File: src/rtl/sincos_atan2.sv
// sincos_atan2: iterative CORDIC vectoring unit.
// Returns atan2(sin, cos) in Q3.18 and the K-scaled magnitude in Q2.19.
module sincos_atan2 #(
  parameter int ITER = 18
) (
  input  logic               clk,
  input  logic               rst,
  input  logic               en,
  input  logic signed [20:0] cos,
  input  logic signed [20:0] sin,
  output logic signed [20:0] angle,
  output logic        [20:0] mag,
  output logic               busy,
  output logic               valid
);

  typedef enum logic [1:0] {
    IDLE,
    ROT,
    DONE
  } state_t;

  localparam logic signed [20:0] HALF_PI = 21'sd411775;

  state_t             state, state_nx;
  logic        [4:0]  i;
  logic signed [22:0] x, y;
  logic signed [22:0] xc, yc, x0, y0;
  logic signed [22:0] xs, ys, xn, yn;
  logic signed [20:0] z, z0, zn, at;
  logic        [20:0] sat;
  logic               zero, start, last;

  function automatic logic signed [20:0] atan_tab(input logic [4:0] k);
    case (k)
      5'd0:    atan_tab = 21'sd205887;
      5'd1:    atan_tab = 21'sd121543;
      5'd2:    atan_tab = 21'sd64220;
      5'd3:    atan_tab = 21'sd32599;
      5'd4:    atan_tab = 21'sd16363;
      5'd5:    atan_tab = 21'sd8189;
      5'd6:    atan_tab = 21'sd4096;
      5'd7:    atan_tab = 21'sd2048;
      5'd8:    atan_tab = 21'sd1024;
      5'd9:    atan_tab = 21'sd512;
      5'd10:   atan_tab = 21'sd256;
      5'd11:   atan_tab = 21'sd128;
      5'd12:   atan_tab = 21'sd64;
      5'd13:   atan_tab = 21'sd32;
      5'd14:   atan_tab = 21'sd16;
      5'd15:   atan_tab = 21'sd8;
      5'd16:   atan_tab = 21'sd4;
      5'd17:   atan_tab = 21'sd2;
      5'd18:   atan_tab = 21'sd1;
      default: atan_tab = 21'sd0;
    endcase
  endfunction

  assign start = en && (state != ROT);
  assign last  = (state == ROT) && (i == 5'(ITER - 1));
  assign busy  = (state == ROT);
  assign valid = (state == DONE);

  always_ff @(posedge clk or negedge rst) begin
    if (!rst) state <= IDLE;
    else      state <= state_nx;
  end

  always_comb begin
    state_nx = state;
    unique case (state)
      IDLE:    if (en) state_nx = ROT;
      ROT:     if (last) state_nx = DONE;
      DONE:    state_nx = en ? ROT : IDLE;
      default: state_nx = IDLE;
    endcase
  end

  // Fold the left half-plane onto the right so the iterations converge.
  always_comb begin
    xc = {{2{cos[20]}}, cos};
    yc = {{2{sin[20]}}, sin};
    x0 = xc;
    y0 = yc;
    z0 = '0;
    if (xc[22]) begin
      if (!yc[22]) begin
        x0 = yc;
        y0 = -xc;
        z0 = HALF_PI;
      end else begin
        x0 = -yc;
        y0 = xc;
        z0 = -HALF_PI;
      end
    end
  end

  always_comb begin
    xs = x >>> i;
    ys = y >>> i;
    at = atan_tab(i);
    if (!y[22]) begin
      xn = x + ys;
      yn = y - xs;
      zn = z + at;
    end else begin
      xn = x - ys;
      yn = y + xs;
      zn = z - at;
    end
  end

  always_comb begin
    if (xn[22])            sat = '0;
    else if (|xn[21:20])   sat = 21'h0FFFFF;
    else                   sat = {1'b0, xn[19:0]};
  end

  always_ff @(posedge clk or negedge rst) begin
    if (!rst) begin
      x     <= '0;
      y     <= '0;
      z     <= '0;
      i     <= '0;
      zero  <= 1'b0;
      angle <= '0;
      mag   <= '0;
    end else if (start) begin
      x    <= x0;
      y    <= y0;
      z    <= z0;
      i    <= '0;
      zero <= (cos == '0) && (sin == '0);
    end else if (state == ROT) begin
      x <= xn;
      y <= yn;
      z <= zn;
      i <= i + 5'd1;
      if (last) begin
        angle <= zero ? '0 : zn;
        mag   <= zero ? '0 : sat;
      end
    end
  end

endmodule
File: config.mk
export PLATFORM = sky130hd
export DESIGN_NAME = sincos_atan2
export DESIGN_NICKNAME = d
export VERILOG_FILES = /design/src/rtl/sincos_atan2.sv
export SDC_FILE = /design/constraint.sdc
export NUM_CORES = 1
export LEC_CHECK = 0
export BUFFER_PORTS_ARGS = -buffer_cell sky130_fd_sc_hd__buf_2
export CORE_AREA = 2 2 183 185
export DETAILED_ROUTE_END_ITERATION = 10
export DIE_AREA = 0 0 185 187
export GPL_TIMING_DRIVEN = 0
export SYNTH_ARGS = -nofsm -noshare
export SYNTH_HDL_FRONTEND = slang
export SYNTH_SLANG_ARGS = --single-unit
File: constraint.sdc
create_clock -name clk -period 6.9 [get_ports clk]
set_input_delay 1.035 -clock clk [delete_from_list [all_inputs] [get_ports clk]]
set_output_delay 1.035 -clock clk [all_outputs]
set_load 0.01 [all_outputs]
==> results of run 1 <==
==> routing by layer <==
metal | up-vias | routed length, um | track usage (%)
li1 | 6693 | - | -
met1 | 7320 | 25500 | 47.9
met2 | 810 | 27000 | 53.1
met3 | 146 | 5380 | 6.62
met4 | 0 | 2880 | 16.5
met5 | - | 0 | 0
==> cells in the final DEF, fill, tap and decap left out, drive strengths merged, types with 27 or more instances in the layout <==
cell type,n
nor2,145
nor3,27
a211oi,41
xor2,59
a21oi,170
mux2i,54
dfrtp,116
a31oi,30
a21o,29
nand2,150
mux4,52
nand3,34
buf,124
inv,42
o21ai,152
clkbuf,105
ha,78
xnor2,65
==> through the flow <==
step	utilization [%]	std cells	worst slack, ns	cell area [sq um]	TNS, ns
CTS	48.1	2292	0.0222	15800	0
finish	48.2	2292	0.211	15900	0
global route	48.2	2292	-0.0164	15900	-0.0194
detailed placement	46.1	2260	-0.210	15100	-3.06
global placement	46.0	2259	-0.158	15100	-2.25
floorplan	-	1725	1.57	14100	0
==> registers in the layout, summed over array words and instances, names as in the netlist <==
register  cells
zero          1
state         2
mag          20
z            21
i             5
y            23
angle        21
x            23
==> logic make-up (layout without fill, tap and decap cells) <==
group | count (synthesis) | count (layout) | synth area share, %
other | 1 | 1 | 0.0266
and+or+nand+nor | 503 | 503 | 17.1
buffers and inverters | 164 | 283 | 5.14
AOI/OAI and AO/OA | 606 | 606 | 27.5
xor gates and xnor gates | 124 | 124 | 7.70
DFF | 116 | 116 | 20.6
adders and majority gates | 81 | 81 | 7.34
muxes | 130 | 130 | 14.5
==> critical path: cells and delay by family (launching register included) <==
kind / cells / cell delay [ns]
adders and majority gates: 1 / 0.29
and+or+nand+nor: 2 / 0.36
AOI/OAI and AO/OA: 9 / 2.24
DFF: 1 / 0.32
buffers and inverters: 7 / 3.33
==> cell type report <==
class                   instances  share of cell area (%)
clock inverters                10                   0.908
plain buffers                 120                    3.60
inverters                      44                    1.04
clock buffers                  22                    3.12
repair buffers                 87                    2.93
flip-flops and latches        116                    18.3
well taps                     448                    3.54
multi-input cells            1445                    66.5
==> timing repair <==
action | 4_1_cts | 5_1_grt
resized for setup | 3 | 17
endpoints found under the setup margin | 20 | 23
hold endpoints to repair | 0 | 0
==> cell usage after synthesis (6+ instances only) <==
cell type | number | area [sq um]
a31oi_1 | 30 | 188
nor2_1 | 145 | 544
inv_1 | 36 | 135
o21bai_1 | 9 | 67.6
a211oi_1 | 41 | 308
o211ai_1 | 12 | 90.1
a21oi_1 | 169 | 846
and3_1 | 15 | 93.8
clkbuf_1 | 79 | 297
mux2i_1 | 54 | 541
dfrtp_1 | 116 | 2900
or3_1 | 18 | 113
nand3_1 | 34 | 170
o21ai_0 | 151 | 756
a311oi_1 | 9 | 78.8
nand4_1 | 8 | 50.1
and2_1 | 14 | 87.6
buf_2 | 13 | 65.1
o22ai_1 | 11 | 68.8
ha_1 | 78 | 976
a21o_1 | 29 | 218
a22o_1 | 15 | 131
a21boi_0 | 9 | 67.6
o32ai_1 | 6 | 52.6
mux4_1 | 19 | 499
o211a_1 | 6 | 60.1
xor2_1 | 59 | 517
o31ai_1 | 16 | 120
or2_2 | 15 | 93.8
or4_1 | 9 | 67.6
nor2b_1 | 18 | 113
xnor2_1 | 65 | 569
o21a_1 | 19 | 143
mux4_2 | 33 | 743
nor3_1 | 26 | 130
mux2_2 | 24 | 270
buf_1 | 15 | 56.3
buf_6 | 8 | 90.1
nand2b_1 | 22 | 138
nand2_1 | 150 | 563
nor4_1 | 7 | 43.8
==> path summary, 6_finish.rpt <==
check / from / to / slack [ns] / depth (start not counted)
setup / recovery: i[4] / mag[2] / 0.21 / 19
hold / removal: angle[1] / angle[1] / 0.47 / 2
setup reg to reg: i[4] / mag[2] / 0.21 / 19
hold reg to reg: angle[1] / angle[1] / 0.47 / 2
max in group asynchronous: rst / mag[19] / 5.60 / 2
min in group asynchronous: rst / angle[2] / 0.57 / 1
==> metrics.md, run 1 <==
| Metric | Value |
|---|---|
| Worst-Margin Slew | `approximately 1.1 ns` |
| Max Slew Vio Count | `0` |
| ANT nets after route | `0` |
| Area of the multi-input gates | `10500 sq um` |
| Seq cells post-synth | `between 100 and 150` |
| Post-Syn Area per Cell | `8.18 sq um` |
| Drt first pass iters | `8` |
| DR DRC count | `0` |
| H-tree depth | `4` |
| Final Skew | `around 0.016 ns` |
| Final setup viols | `0` |
| HPWL after DPL | `~47 mm` |
| Endpoint class of the critical path | `flip-flop` |
| Fin crit share | `a little over nine tenths` |
| Die Y | `approximately 190 um` |
| Largest fanout on the critical path | `10` |
| Relative slew slack | `approximately 27%` |
| Initial Utilization | `a little over two fifths` |
| Ys async rst share | `between 90% and 100%` |
| Post-synth top flop | `dfrtp_1` |
| DR iter-0 viols | `1707` |
| Fin nets | `between 1500 and 2000` |
| CTS buffer count | `17` |
| Synth Net Count | `approximately 1900` |
| Vias in the first global route | `~14000` |
| Global-route wire length before repair | `approximately 90 mm` |
| Worst skew pair latency | `roughly 0.46 ns` |
| RD Place Congestion | `around 1.0` |
| IO Count | `89` |
| Hold Vio Cnt, Final | `0` |
| Register area | `slightly below 3000 sq um` |
| Max Clk Rate | `around 150 MHz` |
| Die ar. | `roughly 35000 sq um` |
| # diodes | `0` |
| Vias | `between 10000 and 15000` |
| Port Buffers | `86` |
| Area Growth Syn to Fin | `12.3%` |
| Synth warn | `0` |
| Detailed-route wire length per cell | `26.5 um` |
| Clock Pin Slew Worst Setup and Hold Paths | `about 0.06 ns` |
| Highest-delay cell along the critical path | `clkbuf_1` |
| Hold buffer count at cts | `0` |
| Max Cap Viol | `0` |
| Share of layout cells above drive strength 1 | `13.3%` |
| Cell Rows | `67` |
| Crit-path most repeated cell | `clkbuf_1` |
| Die X | `between 150 and 200 um` |
| Hold Path Class | `flip-flop to flip-flop` |
| Library cells used by synthesis | `a little over 90` |
| Core Footprint | `roughly 33000 sq um` |
| Tot GR Track Use | `35.0%` |
| EDFF count, synth | `0` |
| CTS tree | `yes` |
| CP Class | `flip-flop to flip-flop` |
| CP Cell Sequence | `clkbuf_1 > clkbuf_1 > clkbuf_1 > clkbuf_1 > clkbuf_1 > buf_1 > nor2_1 > o32ai_2 > ha_1 > and3_1 > o2111ai_1 > o21bai_1 > a21o_1 > a21oi_2 > a31oi_2 > a2111o_1 > o2111a_1 > clkbuf_2 > o21ai_0` |
| Initial antenna violation count | `1` |
| Maximum root-to-sink buffer count | `2` |
| Syn Inst Count | `1725` |
| Via/cell ratio | `between 6 and 7` |
| Status | `complete, no violations` |
| Slowest cell delay on critical path | `0.64 ns` |
| Routed Wire Length | `around 61 mm` |
| Sequential element share of the synthesized area | `about a fifth` |
| Critical Path RT | `7.26 ns` |
| Mapped Area | `14100 sq um` |
| Arrival @ worst endpoint | `7.05 ns` |
| CP startpoint kind | `flip-flop` |
| Hold slack | `between 0.4 and 0.5 ns` |
| Fin crit period | `6.69 ns` |
| Sink Count | `116` |
| CTS root buffer | `clkbuf_16` |
| Global route total overflow | `0` |
| Largest net degree at the start of global routing | `60` |
| Filler cells | `3331` |
| Total setup buffers inserted after CTS | `0` |
Power of run 1 is left out: the tool's default activity adds up to more than one toggle a clock period on the data nets, which glitch-free logic cannot reach.
==> run 2: changes to the inputs <==
--- a/config.mk
+++ b/config.mk
@@ -10,6 +10,7 @@
 export DETAILED_ROUTE_END_ITERATION = 10
 export DIE_AREA = 0 0 185 187
 export GPL_TIMING_DRIVEN = 0
+export REMOVE_ABC_BUFFERS = 1
 export SYNTH_ARGS = -nofsm -noshare
 export SYNTH_HDL_FRONTEND = slang
 export SYNTH_SLANG_ARGS = --single-unit
==> run 2 against run 1 <==
  * Via count fell by 7.8%
  * Register-to-register slack improved by 0.32 ns
  * Cell count fell by 4.8%
  * Critical path type unchanged
  * Critical endpoint is now mag[3]
  * Largest cell class unchanged
==> metrics.md, run 2 (synthesis results as in run 1) <==
| Metric | Value |
|---|---|
| CTS buffer count | `17 (unchanged)` |
| Hold Vio Cnt, Final | `0 (unchanged)` |
| Die X | `185 um (unchanged)` |
| CP Cell Sequence | `buf_16 > clkinvlp_4 > mux2i_1 > o21a_1 > mux4_2 > ha_1 > nand3_1 > or2_2 > nor3b_1 > a21oi_1 > o32ai_1 > ha_1 > and3_1 > o2111ai_1 > o21bai_1 > a21o_1 > a21oi_1 > a31oi_1 > o211ai_1 > o2111a_2 > o21ai_0` |
| Global-route wire length before repair | `74.3 mm (-17%)` |
| Worst R2R Path Depth | `21 (+2)` |
| Clock Pin Slew Worst Setup and Hold Paths | `0.05 ns (about the same)` |
| Worst-Margin Slew | `1.03 ns (-0.0652 ns)` |
| Area of the multi-input gates | `10500 sq um (-0.17%)` |
| Fin nets | `1847 (-5.6%)` |
| Hold buffer count at cts | `0 (unchanged)` |
| Largest net degree at the start of global routing | `86 (+43%)` |
| Register area | `2920 sq um (+0.47%)` |
| Place WS | `-1.10 ns (-0.895 ns)` |
| Unrepaired setup endpoints after global routing | `no` |
| Critical Path RT | `7.20 ns (-0.06 ns)` |
| Relative slew slack | `31.3% (+4.3 points)` |
| Fin crit period | `6.37 ns (-0.318 ns)` |
| Worst skew pair latency | `0.44 ns (-0.02 ns)` |
| Status | `complete, no violations` |
| Cell family with most CP delay | `compound AO/OA/AOI/OAI gates` |
| Inst Count DP | `2150 (-4.9%)` |
| Biggest regs | `x x23, y x23` |
| Worst reg2reg endpoint | `mag[3]` |
| Most frequent cells in the layout | `a21oi_1, o21ai_0, nand2_1` |
| Die Y | `187 um (unchanged)` |
| Initial Utilization | `42.9% (unchanged)` |
| Core Footprint | `32900 sq um (unchanged)` |
| CTS root buffer | `clkbuf_16` |
| Highest-delay cell along the critical path | `dfrtp_4` |
| Routed Wire Length | `47.0 mm (-23%)` |
| Max Cap Viol | `0 (unchanged)` |
| Cell Rows | `67 (unchanged)` |
| Worst R2R Start | `i[0]` |
| Final Skew | `0.0131 ns (-0.00241 ns)` |
| DR iter-0 viols | `1124 (-34%)` |
| Commonest non-fill, non-tap cell in the layout | `a21oi_1` |
| Hold path depth | `2 (unchanged)` |
| Max Slew Vio Count | `0 (unchanged)` |
| Filler cells | `3308 (-0.69%)` |
| Maximum root-to-sink buffer count | `2 (unchanged)` |
| Crit path buf inv count | `2 (-5)` |
| Final setup viols | `0 (unchanged)` |
| Global route total overflow | `0 (unchanged)` |
| Hold Path Class | `flip-flop to flip-flop` |
| Fin crit share | `92.3% (-4.6 points)` |
| CP startpoint kind | `flip-flop` |
| Max Clk Rate | `157 MHz (+5.0%)` |
| Hold EP | `angle[14]` |
| Port Buffers | `87 (+1.2%)` |
| HPWL after DPL | `34.2 mm (-28%)` |
| Min-delay src | `angle[14]` |
| Flop2flop setup slack | `0.53 ns (+0.32 ns)` |
| H-tree depth | `4 (unchanged)` |
| Endpoint class of the critical path | `flip-flop` |
| IO Count | `89 (unchanged)` |
| RD Place Congestion | `0.935 (-6.8%)` |
| Tot GR Track Use | `27.3% (-7.7 points)` |
| CTS tree | `yes` |
| Via/cell ratio | `6.32 (-3.2%)` |
| Sink Count | `116 (unchanged)` |
| Initial antenna violation count | `2 (+1)` |
| Share of layout cells above drive strength 1 | `13.4% (+0.047 points)` |
| ANT nets after route | `0 (unchanged)` |
| Largest fanout on the critical path | `66 (+56)` |
| Final Util | `47.0% (-1.2 points)` |
| Die ar. | `34600 sq um (unchanged)` |
| Area Growth Syn to Fin | `9.53%` |
| Slowest cell delay on critical path | `0.50 ns (-0.14 ns)` |
| CP Class | `flip-flop to flip-flop` |
| Vias | `13798 (-7.8%)` |
| Setup ws final | `0.529 ns (+0.318 ns)` |
| Drt first pass iters | `8 (unchanged)` |
| DR DRC count | `0 (unchanged)` |
| Vias in the first global route | `13008 (-7.5%)` |
| Arrival @ worst endpoint | `6.67 ns (-0.38 ns)` |
| Detailed-route wire length per cell | `21.5 um (-19%)` |
| Cell Count, Final, Fillers Out | `2182 (-4.8%)` |
run 2: how the worst max path moves through the flow:
stage	start	endpoint	slack (ns)	depth (start not counted)
global placement	i[0]	mag[11]	-3.40	18
floorplan	i[0]	mag[11]	-0.89	19
detailed placement	i[3]	mag[1]	-1.10	18
finish	i[0]	mag[3]	0.53	21
CTS	i[3]	mag[4]	0.04	18
global route	i[0]	mag[3]	0.04	21
run 2: worst register-to-register path, stage by stage, from the launching register on:
cell	delay, ns
dfrtp_4	0.50
buf_16	0.34
clkinvlp_4	0.38
mux2i_1	0.38
o21a_1	0.38
mux4_2	0.38
ha_1	0.20
nand3_1	0.21
or2_2	0.39
nor3b_1	0.15
a21oi_1	0.13
o32ai_1	0.12
ha_1	0.44
and3_1	0.24
o2111ai_1	0.12
o21bai_1	0.21
a21o_1	0.22
a21oi_1	0.39
a31oi_1	0.28
o211ai_1	0.15
o2111a_2	0.46
o21ai_0	0.18
run 2: layout make-up:
| cell class | instances | share of cell area, % |
|---|---|---|
| inverters | 44 | 1.17 |
| clock inverters | 10 | 0.850 |
| clock buffers | 21 | 2.98 |
| diodes | 1 | 0.0162 |
| well taps | 448 | 3.63 |
| multi-input cells | 1445 | 68.1 |
| repair buffers | 97 | 4.35 |
| flip-flops and latches | 116 | 18.9 |
run 2: metrics by stage:
step / cell area, sq um / TNS [ns] / hold slack (ns)
final: 15500 / 0 / 0.472
after global placement: 14500 / -130.90 / 0.459
after detailed placement: 14800 / -22.80 / 0.467
after floorplan: 13600 / -18.30 / 0.470
after CTS: 15400 / 0 / 0.479
after global routing: 15500 / 0 / 0.496
run 2: repair_timing:
action | 4_1_cts | 5_1_grt
setup endpoints to repair | 24 | 21
pin swaps | 0 | 0
buffers inserted | 0 | 0
resized for setup | 5 | 6
run 2: routing by layer:
layer  wire [um]  track usage (%)  vias to the layer above
li1            -                -                     6473
met4        1800             11.0                        2
met5           7                0                        -
met3        2960             4.73                       99
met2       21800             44.0                      510
met1       20400             36.2                     6714
Power of run 2 is left out for the same reason.
